**config.mk**
```make
export PLATFORM = sky130hd
export DESIGN_NAME = regfile_wb_arbiter
export DESIGN_NICKNAME = d
export VERILOG_FILES = /design/src/rtl/regfile_wb_arbiter_pkg.sv /design/src/rtl/regfile_wb_arbiter_wb_fifo.sv /design/src/rtl/regfile_wb_arbiter.sv
export SDC_FILE = /design/constraint.sdc
export NUM_CORES = 1
export LEC_CHECK = 0
export ABC_AREA = 0
export ABC_CLOCK_PERIOD_IN_PS = 4850
export BUFFER_PORTS_ARGS = -buffer_cell sky130_fd_sc_hd__clkbuf_2
export CAP_MARGIN = 20
export CORE_ASPECT_RATIO = 1.4
export CORE_MARGIN = 2
export CORE_UTILIZATION = 57
export DETAILED_ROUTE_END_ITERATION = 8
export PLACE_DENSITY_LB_ADDON = 0.15
export SLEW_MARGIN = 20
export SYNTH_ARGS = -nofsm -noshare
export SYNTH_HDL_FRONTEND = slang
export SYNTH_HIERARCHICAL = 1
export SYNTH_SLANG_ARGS = --single-unit
```
**constraint.sdc**
```tcl
create_clock -name clk_i -period 4.85 [get_ports clk_i]
set_input_delay 0.485 -clock clk_i [delete_from_list [all_inputs] [get_ports clk_i]]
set_output_delay 0.485 -clock clk_i [all_outputs]
set_load 0.005 [all_outputs]
```
**src/rtl/regfile_wb_arbiter_pkg.sv**
```systemverilog
// Shared types and constants for the register-file writeback arbiter.
// Request bundle layout and default widths live here.
package regfile_wb_arbiter_pkg;

  localparam int WB_AW = 5;
  localparam int WB_DW = 32;
  localparam int NQ    = 4;

  localparam logic [WB_AW-1:0] REG_ZERO = '0;

  typedef struct packed {
    logic [WB_AW-1:0] wn;
    logic [WB_DW-1:0] wd;
  } wb_req_t;

endpackage

```
**src/rtl/regfile_wb_arbiter_wb_fifo.sv**
```systemverilog
// Small per-source writeback queue with head output and
// a per-query "nonzero register is queued here" match vector.
module regfile_wb_arbiter_wb_fifo
  import regfile_wb_arbiter_pkg::*;
#(
  parameter int DEPTH = 2,
  parameter int AW    = WB_AW,
  parameter int DW    = WB_DW
) (
  input  logic                  clk_i,
  input  logic                  rst_i,
  input  logic                  push_i,
  input  logic [AW-1:0]         wn_i,
  input  logic [DW-1:0]         wd_i,
  input  logic                  pop_i,
  output logic                  full_o,
  output logic                  empty_o,
  output logic [AW-1:0]         head_wn_o,
  output logic [DW-1:0]         head_wd_o,
  input  logic [NQ-1:0][AW-1:0] cmp_i,
  output logic [NQ-1:0]         hit_o
);

  localparam int PW = $clog2(DEPTH);
  localparam int CW = $clog2(DEPTH + 1);

  logic [AW-1:0] ent_wn_q [DEPTH];
  logic [DW-1:0] ent_wd_q [DEPTH];
  logic [PW-1:0] rd_q, wr_q;
  logic [CW-1:0] cnt_q;
  logic          do_pop;

  assign full_o    = cnt_q == CW'(DEPTH);
  assign empty_o   = cnt_q == '0;
  assign do_pop    = pop_i && !empty_o;
  assign head_wn_o = ent_wn_q[rd_q];
  assign head_wd_o = ent_wd_q[rd_q];

  always_ff @(posedge clk_i) begin
    if (push_i) begin
      ent_wn_q[wr_q] <= wn_i;
      ent_wd_q[wr_q] <= wd_i;
    end
  end

  always_ff @(posedge clk_i) begin
    if (rst_i) begin
      rd_q  <= '0;
      wr_q  <= '0;
      cnt_q <= '0;
    end else begin
      if (push_i) wr_q <= wr_q + 1'b1;
      if (do_pop) rd_q <= rd_q + 1'b1;
      cnt_q <= cnt_q + CW'(push_i) - CW'(do_pop);
    end
  end

  // Walk only the occupied slots, oldest first
  always_comb begin
    hit_o = '0;
    for (int k = 0; k < DEPTH; k++) begin
      for (int q = 0; q < NQ; q++) begin
        if (CW'(k) < cnt_q && cmp_i[q] != '0 &&
            ent_wn_q[rd_q + PW'(k)] == cmp_i[q])
          hit_o[q] = 1'b1;
      end
    end
  end

endmodule

```
**src/rtl/regfile_wb_arbiter.sv**
```systemverilog
// Round-robin arbiter sharing the register-file write port
// between the EX result queue and the load/multi-cycle queue.
module regfile_wb_arbiter
  import regfile_wb_arbiter_pkg::*;
#(
  parameter int DEPTH = 2,
  parameter int AW    = WB_AW,
  parameter int DW    = WB_DW
) (
  input  logic          clk_i,
  input  logic          rst_i,
  input  logic          v0_i,
  output logic          r0_o,
  input  logic [AW-1:0] wn0_i,
  input  logic [DW-1:0] wd0_i,
  input  logic          v1_i,
  output logic          r1_o,
  input  logic [AW-1:0] wn1_i,
  input  logic [DW-1:0] wd1_i,
  output logic          write_o,
  output logic [AW-1:0] wn_o,
  output logic [DW-1:0] wd_o,
  input  logic [AW-1:0] rn1_i,
  input  logic [AW-1:0] rn2_i,
  output logic          busy1_o,
  output logic          busy2_o,
  output logic          idle_o,
  output logic          hazard_o
);

  localparam logic [AW-1:0] ZERO = AW'(REG_ZERO);

  logic [1:0]            full, empty, push, pop;
  logic [AW-1:0]         hwn [2];
  logic [DW-1:0]         hwd [2];
  logic [NQ-1:0][AW-1:0] cmp;
  logic [NQ-1:0]         hit0, hit1, hit_os, hit;
  logic                  gsel;
  logic                  write_q, write_d;
  logic                  last_q, last_d;
  logic                  haz_q, haz_d;
  logic [AW-1:0]         wn_q, wn_d;
  logic [DW-1:0]         wd_q, wd_d;

  // Query slots: 0=rn1, 1=rn2, 2=wn0, 3=wn1
  assign cmp  = {wn1_i, wn0_i, rn2_i, rn1_i};
  assign r0_o = !full[0];
  assign r1_o = !full[1];
  assign push = {v1_i && !full[1], v0_i && !full[0]};

  // last_q names the port granted last; reset value favours port 0
  assign pop[0] = !empty[0] && (empty[1] || last_q);
  assign pop[1] = !empty[1] && (empty[0] || !last_q);
  assign gsel   = pop[1];

  regfile_wb_arbiter_wb_fifo #(
    .DEPTH(DEPTH), .AW(AW), .DW(DW)
  ) u_q0 (
    .clk_i    (clk_i),
    .rst_i    (rst_i),
    .push_i   (push[0]),
    .wn_i     (wn0_i),
    .wd_i     (wd0_i),
    .pop_i    (pop[0]),
    .full_o   (full[0]),
    .empty_o  (empty[0]),
    .head_wn_o(hwn[0]),
    .head_wd_o(hwd[0]),
    .cmp_i    (cmp),
    .hit_o    (hit0)
  );

  regfile_wb_arbiter_wb_fifo #(
    .DEPTH(DEPTH), .AW(AW), .DW(DW)
  ) u_q1 (
    .clk_i    (clk_i),
    .rst_i    (rst_i),
    .push_i   (push[1]),
    .wn_i     (wn1_i),
    .wd_i     (wd1_i),
    .pop_i    (pop[1]),
    .full_o   (full[1]),
    .empty_o  (empty[1]),
    .head_wn_o(hwn[1]),
    .head_wd_o(hwd[1]),
    .cmp_i    (cmp),
    .hit_o    (hit1)
  );

  always_comb begin
    hit_os = '0;
    for (int q = 0; q < NQ; q++)
      hit_os[q] = write_q && cmp[q] != ZERO && wn_q == cmp[q];
  end

  assign hit      = hit0 | hit1 | hit_os;
  assign busy1_o  = hit[0];
  assign busy2_o  = hit[1];
  assign idle_o   = empty[0] && empty[1] && !write_q;
  assign write_o  = write_q;
  assign wn_o     = wn_q;
  assign wd_o     = wd_q;
  assign hazard_o = haz_q;

  always_comb begin
    write_d = 1'b0;
    wn_d    = wn_q;
    wd_d    = wd_q;
    last_d  = last_q;
    haz_d   = haz_q
            | (push[0] && hit[2])
            | (push[1] && hit[3])
            | (&push && wn0_i != ZERO && wn0_i == wn1_i);
    if (|pop) begin
      write_d = hwn[gsel] != ZERO;
      wn_d    = hwn[gsel];
      wd_d    = hwd[gsel];
      last_d  = gsel;
    end
  end

  always_ff @(posedge clk_i) begin
    if (rst_i) begin
      write_q <= 1'b0;
      wn_q    <= '0;
      wd_q    <= '0;
      last_q  <= 1'b1;
      haz_q   <= 1'b0;
    end else begin
      write_q <= write_d;
      wn_q    <= wn_d;
      wd_q    <= wd_d;
      last_q  <= last_d;
      haz_q   <= haz_d;
    end
  end

endmodule

```
Yosys cells after proc, flatten, opt, wreduce, memory -nomap -nowiden --
Memory sizes are Yosys's and may differ from the RTL's. A register that Yosys moved wholly into a read port is not among the register bits. Index checks and enable logic that the tools add are counted.
Word-level totals: memories 4, memory bits (writable) 148, input port bits 88, bits in registers 48
Operators by class: magnitude comparators 5, equal/unequal tests 23, bitwise logic cells 7, add/sub/neg operators 8, reduce and logical (&&, ||, !) cells 70, mux-type cells 34
Memories:
- u_q0.ent_wd_q | depth 2, width 32, read ports 1, clocked after Yosys merged registers in 1, write ports 1, RTL line regfile_wb_arbiter_wb_fifo.sv:28 | logic [DW-1:0] ent_wd_q [DEPTH];
- u_q1.ent_wd_q | depth 2, width 32, read ports 1, clocked after Yosys merged registers in 1, write ports 1, RTL line regfile_wb_arbiter_wb_fifo.sv:28
- u_q0.ent_wn_q | depth 2, width 5, read ports 2, clocked after Yosys merged registers in 1, write ports 1, RTL line regfile_wb_arbiter_wb_fifo.sv:27 | logic [AW-1:0] ent_wn_q [DEPTH];
- u_q1.ent_wn_q | depth 2, width 5, read ports 2, clocked after Yosys merged registers in 1, write ports 1, RTL line regfile_wb_arbiter_wb_fifo.sv:27
Operators by type and width (count):
- == test 5 bit | 21
- two-way mux 32 bit | 3
- logical AND 1 bit | 52
- two-way mux 1 bit | 28
- nonzero test 5 bit | 5
- two-way mux 5 bit | 3
- less-than comparator 1 x 2 -> 1 bit (first input constant) | 4
- OR 4 bit | 2
- logical NOT 1 bit | 6
- adder 1 bit (second input constant) | 4
- adder 2 x 1 -> 2 bit | 2
- == test 2 bit (second input constant) | 2
- logical NOT 2 bit | 2
- OR reduction 2 bit | 2
- subtractor 2 x 1 -> 2 bit | 2
- OR 1 bit | 3
- >= comparator 2 bit (second input constant) | 1
- logical OR 1 bit | 2
- inverter 1 -> 2 bit | 1
- AND reduction 2 bit | 1
- inverter 1 bit | 1

Longest topological paths before layout --
Gate-level depths: netlist (run 1).
depth in word-level cells 11, mapped depth 11, gate-level depth less buffers 10

Hierarchy --
The synthesis (run 1) kept the hierarchy.
By module, submodules not included:
- regfile_wb_arbiter_wb_fifo at u_q1 | instances 1, cells an instance 218, area an instance 3525.9 sq um
- regfile_wb_arbiter_wb_fifo at u_q0 | instances 1, cells an instance 217, area an instance 3518.4 sq um
- regfile_wb_arbiter | instances 1, cells an instance 237, area an instance 2026.9 sq um

Worst setup path after synthesis (run 1) --
OpenSTA, ideal clock, no wires.
path type input to register, start input v1_i, end memory u_q1/ent_wd_q[0][0] (netlist bit) (enable), buffers on the path 0, cell stages on the path 2, library setup time 436 ps, data arrival time 2535 ps, path slack 1879 ps, path through nor2b_1 > nor2b_1
On the way: cells in the longest elaborated chain, start to end 3
RTL lines:
- from (decl) | RTL line regfile_wb_arbiter.sv:16 | input logic v1_i,
- logical AND 1 bit | RTL line regfile_wb_arbiter.sv:49 | assign push = {v1_i && !full[1], v0_i && !full[0]};
- two-way mux 1 bit | RTL line regfile_wb_arbiter_wb_fifo.sv:40 | if (push_i) begin
- two-way mux 1 bit (not written as such) | RTL line regfile_wb_arbiter_wb_fifo.sv:42 | ent_wd_q[wr_q] <= wd_i;
- to (decl) | RTL line regfile_wb_arbiter_wb_fifo.sv:28
Every way passes these cells.

==> results by group, run 1 <==
Yosys
  – Post-Syn Nets: 764
  – Synth Register Bits: 198
  – Syn avg cell area: 13.50 um^2
  – Seq/Total Area, Yosys: 60.03%
  – Yosys warnings: 6
  – Unique cell type count in the Yosys netlist: 33
  – Synth area leaders: edfxtp_1, dfxtp_1, mux2_2, xnor2_1, xor2_1
  – Gate Count Post-Synth: 672
  – Synth top area share: 48.99%
  – Mapped Area: 9071 um^2
  – Area leader, netlist: edfxtp_1

Route
  – Vias: 5852
  – Vias/cell: 5.800
  – Pre-Repair DR Iteration Count: 5
  – WL final: 21250 um
  – Wire per inst: 21.06 um
  – Residual DRC count: 0
  – Antenna-violating nets left: 0
  – Iter 0 DRT Violations: 501

Placement
  – RD Place Congestion: 0.9933
  – I/O Buffers: 131
  – Area after DPL: 9913 um^2
  – Hpwl dp: 14180 um

STA
  – F_max: 284.8 MHz
  – Final worst path period need: 3.512 ns
  – Final setup viols: 0
  – Worst relative slew slack: 25.06%
  – Worst-Margin Slew: 1.124 ns
  – Period utilisation layout: 72.41%
  – Max-slew violations: 0
  – Min Hold Slack: 0.2511 ns
  – Sum of negative setup slack: 0 ns
  – Layout Skew: 0.008707 ns
  – Final-report hold violation count: 0
  – RSZ-0062 raised after global routing: false

Global route
  – Initial antenna violation count: 0
  – Tot GR Track Use: 24.97%
  – First-pass GRT wire length: 32780 um
  – Pin count of the biggest net entering global routing: 40
  – Gr ovfl total: 0
  – Vias in the first global route: 6147
  – Most Crowded Layer GR: met2
  – Met3 usage: 4.560%
  – M2 GR Usage: 45.17%
  – M1 GR Usage: 27.66%

Power and ir drop
  – Power per cell area: 570.8 nW/um^2
  – Worst vdd ir: 345.7 uV
  – Leak: 0.003884 uW

Clock tree
  – Clock tree buffer depth: 2
  – Worst-Skew Late Latency: 0.42 ns
  – Setup Buffers After CTS: 0
  – CTS Buf Count: 17
  – Sink Count: 198
  – PostCTS Resize Cnt: 0
  – CTS tree: yes
  – H-tree levels: 4
  – Hold_buf cts: 0
  – Clk root buf: clkbuf_16
  – Clock-pin slew on the worst setup and hold paths: 0.07 ns

Finish
  – Inserted Diodes: 0
  – Final core occ: 67.17%
  – Share of layout cells above drive strength 1: 31.98%
  – Nets@finish: 892
  – Final instance area: 10480 um^2
  – Synth-to-Final Area Change: 15.57%
  – Most frequent cells in the layout: edfxtp_1, clkbuf_2, xnor2_1, mux2_2, xor2_1
  – Most common cell after layout, fill and taps aside: edfxtp_1
  – Fillers: 1175

Floorplanning
  – Die Footprint: 16950 um^2
  – FP Rows: 54
  – Chip width: 110.6 um
  – Die Ht: 153.3 um
  – Core region area: 15610 um^2
  – Io pins: 132
  – Initial Util: 58.12%

Setup path
  – Critical path endpoint category: output pin
  – CP arrival: 3.03 ns
  – Worst path depth: 6
  – Top delay family on crit path: flip-flops
  – Crit-path cells: mux2i_2, xor2_1, nand4_1, o41ai_2, a311o_1, clkbuf_2
  – Cell count of the worst reg-to-reg path: 7
  – Worst path bufs/invs: 1
  – CP max FO: 37
  – Crit-path max cell delay: 1.07 ns
  – CP max stage cell: dfxtp_2
  – Critical Path Start Type: flop
  – Req. time, crit path: 4.37 ns
  – Crit path kind: reg2out

Hold path
  – Hold Path Class: in2reg
  – Hold depth: 1

Run status
  – Status: complete, no violations

Flow run
  – Number of max-cap violations: 0
-- state kept, by name, indices dropped and copies added (netlist names), 2 cells and up, named ones only --
name / count
u_q0/ent_wd_q: 64
u_q1/ent_wn_q: 10
u_q1/cnt_q: 2
wn_o: 5
u_q0/ent_wn_q: 10
u_q0/cnt_q: 2
wd_o: 32
u_q1/ent_wd_q: 64
-- through the flow --
stage	instances	setup WS, ns	power, uW
finish	1009	1.338	5984
global placement	977	1.860	4617
floorplan	672	1.879	3998
global route	1009	1.204	6303
CTS	1009	1.310	6024
detailed placement	977	1.820	4688
-- routing by layer --
metal | part of all wire [%] | wire length [um] | vias up
li1 | - | - | 2695
met5 | 0 | 0 | -
met2 | 52 | 11120 | 231
met1 | 38 | 8009 | 2862
met3 | 5.3 | 1122 | 64
met4 | 4.7 | 1000 | 0
-- cells by family after synthesis --
group / synth area share [%]
compound gates: 4.345
xor+xnor: 10.62
fa+ha+maj: 0.5517
buf+inv: 2.193
flops: 60.03
mux: 14.94
simple gates: 7.324
-- final cells by class --
| class | instances | area (um^2) | area share (%) |
|---|---|---|---|
| clock buffers | 19 | 432.9 | 4.129 |
| clock inverters | 13 | 135.1 | 1.289 |
| inverters | 19 | 71.32 | 0.6803 |
| multi-input cells | 429 | 3466 | 33.06 |
| flip-flops and latches | 198 | 5448 | 51.96 |
| well taps | 196 | 245.2 | 2.339 |
| repair buffers | 135 | 685.7 | 6.540 |
-- synth_stat cells, drive strengths merged --
library cell,count
dfxtp,50
nor3,5
o41ai,7
nor2,31
xnor2,60
a311o,2
nor2b,10
o211ai,1
buf,12
nand4,10
clkbuf,14
a221oi,1
nor4,16
and2,2
inv,19
o21ai,39
ha,4
nand3,10
a31oi,1
mux2i,57
edfxtp,148
xor2,50
nand2,42
a21oi,6
o31ai,1
or3,1
mux2,64
or4,9
-- worst register-to-register path: stages, from the launching register on --
cell	delay (ns)
dfxtp_2	1.07
mux2i_2	0.55
xor2_1	0.20
nand4_1	0.18
o41ai_2	0.38
o21ai_0	0.11
a31oi_1	0.18
or3_1	0.13
-- final timing paths --
| check | start | end | slack (ns) |
|---|---|---|---|
| hold reg to reg | wd_o[15] | wd_o[15] | 0.46 |
| setup / recovery | flop | busy2_o | 1.34 |
| hold / removal | wd0_i[22] | u_q0/ent_wd_q[0][22] | 0.25 |
| setup reg to reg | flop | hazard_o | 1.99 |
-- report_power, final --
group,internal (uW),total (uW),switching [uW]
combinational,942,2040,1100
clock,684,1330,646
sequential,2240,2610,369
Power figures use the tool's default switching activity.
==> inputs of run 2 (changes only) <==
--- a/config.mk
+++ b/config.mk
@@ -6,12 +6,12 @@
 export NUM_CORES = 1
 export LEC_CHECK = 0
 export ABC_AREA = 0
-export ABC_CLOCK_PERIOD_IN_PS = 4850
+export ABC_CLOCK_PERIOD_IN_PS = 3100
 export BUFFER_PORTS_ARGS = -buffer_cell sky130_fd_sc_hd__clkbuf_2
 export CAP_MARGIN = 20
 export CORE_ASPECT_RATIO = 1.4
 export CORE_MARGIN = 2
-export CORE_UTILIZATION = 57
+export CORE_UTILIZATION = 52
 export DETAILED_ROUTE_END_ITERATION = 8
 export PLACE_DENSITY_LB_ADDON = 0.15
 export SLEW_MARGIN = 20
==> constraint.sdc (replaced) <==
create_clock -name clk_i -period 3.1 [get_ports clk_i]
set_input_delay 0.31 -clock clk_i [delete_from_list [all_inputs] [get_ports clk_i]]
set_output_delay 0.31 -clock clk_i [all_outputs]
set_load 0.005 [all_outputs]
==> run 2 against run 1 <==
Non-clock buffer count grew 8. Critical path type unchanged. Critical path depth is the same. Register-to-register slack lost 1.2 ns. Combinational power grew 69%.
==> results by group, run 2 (same netlist as run 1, synthesis figures left out) <==
STA
  – Layout Skew: 0.01391 ns (+0.005201 ns)
  – RSZ-0062 raised after global routing: false
  – Max-slew violations: 0 (unchanged)
  – Final worst path period need: 2.824 ns
  – Final setup viols: 0 (unchanged)
  – Final-report hold violation count: 0 (unchanged)
  – F_max: 354.1 MHz
  – Period utilisation layout: 91.10%
  – Worst relative slew slack: 50.66% (+26 points)
  – Min Hold Slack: 0.07170 ns (-0.1794 ns)
  – Worst-Margin Slew: 0.7195 ns (-0.4047 ns)
  – Sum of negative setup slack: 0 ns (unchanged)

Setup path
  – Critical path endpoint category: output pin
  – Crit-path max cell delay: 0.58 ns (-0.49 ns)
  – Crit-path cells: mux2i_2, xor2_1, nand4_1, o41ai_2, a311o_1, clkbuf_2
  – CP max FO: 12 (-68%)
  – Critical Path Start Type: flop
  – Crit path kind: reg2out
  – CP max stage cell: dfxtp_2
  – CP arrival: 2.51 ns (-0.52 ns)
  – Req. time, crit path: 2.79 ns (-1.58 ns)
  – Top delay family on crit path: compound AO/OA/AOI/OAI gates
  – Worst path bufs/invs: 1 (unchanged)

Finish
  – Final instance area: 10680 um^2 (+1.9%)
  – Synth-to-Final Area Change: 17.74%
  – Fillers: 1404 (+19%)
  – Most common cell after layout, fill and taps aside: edfxtp_1
  – Most frequent cells in the layout: edfxtp_1, clkbuf_2, xnor2_1, mux2_2, xor2_1
  – Inserted Diodes: 0 (unchanged)
  – Nets@finish: 900 (+0.90%)
  – Share of layout cells above drive strength 1: 32.64% (+0.66 points)

Clock tree
  – Setup Buffers After CTS: 0 (unchanged)
  – PostCTS Resize Cnt: 0 (unchanged)
  – Clk root buf: clkbuf_16
  – H-tree levels: 4 (unchanged)
  – Clock tree buffer depth: 2 (unchanged)
  – Sink Count: 198 (unchanged)
  – Clock-pin slew on the worst setup and hold paths: 0.08 ns (about the same)
  – Hold_buf cts: 0 (unchanged)
  – CTS Buf Count: 17 (unchanged)
  – CTS tree: yes
  – Worst-Skew Late Latency: 0.42 ns (about the same)

Power and ir drop
  – Power per cell area: 902.8 nW/um^2 (+58%)
  – Leak: 0.003971 uW (+2.2%)
  – Worst vdd ir: 605.0 uV (+75%)

Placement
  – Area after DPL: 10050 um^2 (+1.4%)
  – Hpwl dp: 14280 um (+0.67%)
  – RD Place Congestion: 0.9107 (-8.3%)
  – I/O Buffers: 131 (unchanged)

Flow run
  – Number of max-cap violations: 0 (unchanged)

Global route
  – First-pass GRT wire length: 33310 um (+1.6%)
  – Tot GR Track Use: 23.77% (-1.2 points)
  – Gr ovfl total: 0 (unchanged)
  – Initial antenna violation count: 0 (unchanged)
  – Pin count of the biggest net entering global routing: 40 (unchanged)
  – Vias in the first global route: 6211 (+1.0%)

Route
  – Residual DRC count: 0 (unchanged)
  – WL final: 21070 um (-0.88%)
  – Antenna-violating nets left: 0 (unchanged)
  – Vias: 5780 (-1.2%)
  – Wire per inst: 19.93 um (-5.4%)
  – Pre-Repair DR Iteration Count: 5 (unchanged)
  – Iter 0 DRT Violations: 302 (-40%)
  – Vias/cell: 5.468 (-5.7%)

Floorplanning
  – Chip width: 115.6 um (+4.5%)
  – Die Footprint: 18530 um^2 (+9.3%)
  – FP Rows: 57 (+5.6%)
  – Die Ht: 160.3 um (+4.6%)
  – Core region area: 17260 um^2 (+11%)
  – Io pins: 132 (unchanged)
  – Initial Util: 52.56% (-5.6 points)

Run status
  – Status: complete, no violations

Hold path
  – Hold Path Class: in2reg
## run 2: changes by cell type in the layout (fill, tap and decap cells not counted), sizes merged
cell / delta
bufinv: +2
clkinvlp: -3
clkbuf: -1
buf: +8
clkinv: +1
inv: +1
## run 2: power breakdown
group / switching [uW] / total, uW / internal (uW)
registers: 414 / 3920 / 3500
clock network: 1040 / 2290 / 1250
logic: 1900 / 3440 / 1530
total: 3360 / 9640 / 6280
## run 2: area by class of cell
class	count	area [um^2]	share of cell area, %
flip-flops and latches	198	5448	51.01
multi-input cells	429	3463	32.43
repair buffers	143	770.7	7.217
clock buffers	18	429.2	4.018
well taps	236	295.3	2.765
clock inverters	14	202.7	1.898
inverters	19	71.32	0.6678
## run 2: path summary, 6_finish.rpt
path	from	end	slack [ns]	cells after the start
setup reg to reg	u_q0/cnt_q[1]	u_q0/cnt_q[1]	0.75	10
hold / removal	wd1_i[27]	u_q1/ent_wd_q[0][27]	0.07	1
setup / recovery	flop	busy1_o	0.28	6
hold reg to reg	wd_o[29]	wd_o[29]	0.46	2
## run 2: layer usage
metal	track usage [%]	share of wire (%)	up-vias
li1	-	-	2727
met1	27.19	39	2855
met2	42.64	53	169
met3	5.958	5.0	29
met4	8.117	2.5	0
met5	0	0	-
## run 2: stage by stage
| step | setup WS (ns) | utilization, % | total power, uW | std cells |
|---|---|---|---|---|
| after floorplan | 0.1387 | - | 6255 | 672 |
| after global placement | 0.7706 | 58.22 | 7368 | 1025 |
| after detailed placement | 0.7259 | 58.22 | 7473 | 1025 |
| after CTS | 0.2799 | 61.88 | 9765 | 1057 |
| after global routing | 0.1232 | 61.88 | 10220 | 1057 |
| final | 0.2758 | 61.88 | 9642 | 1057 |
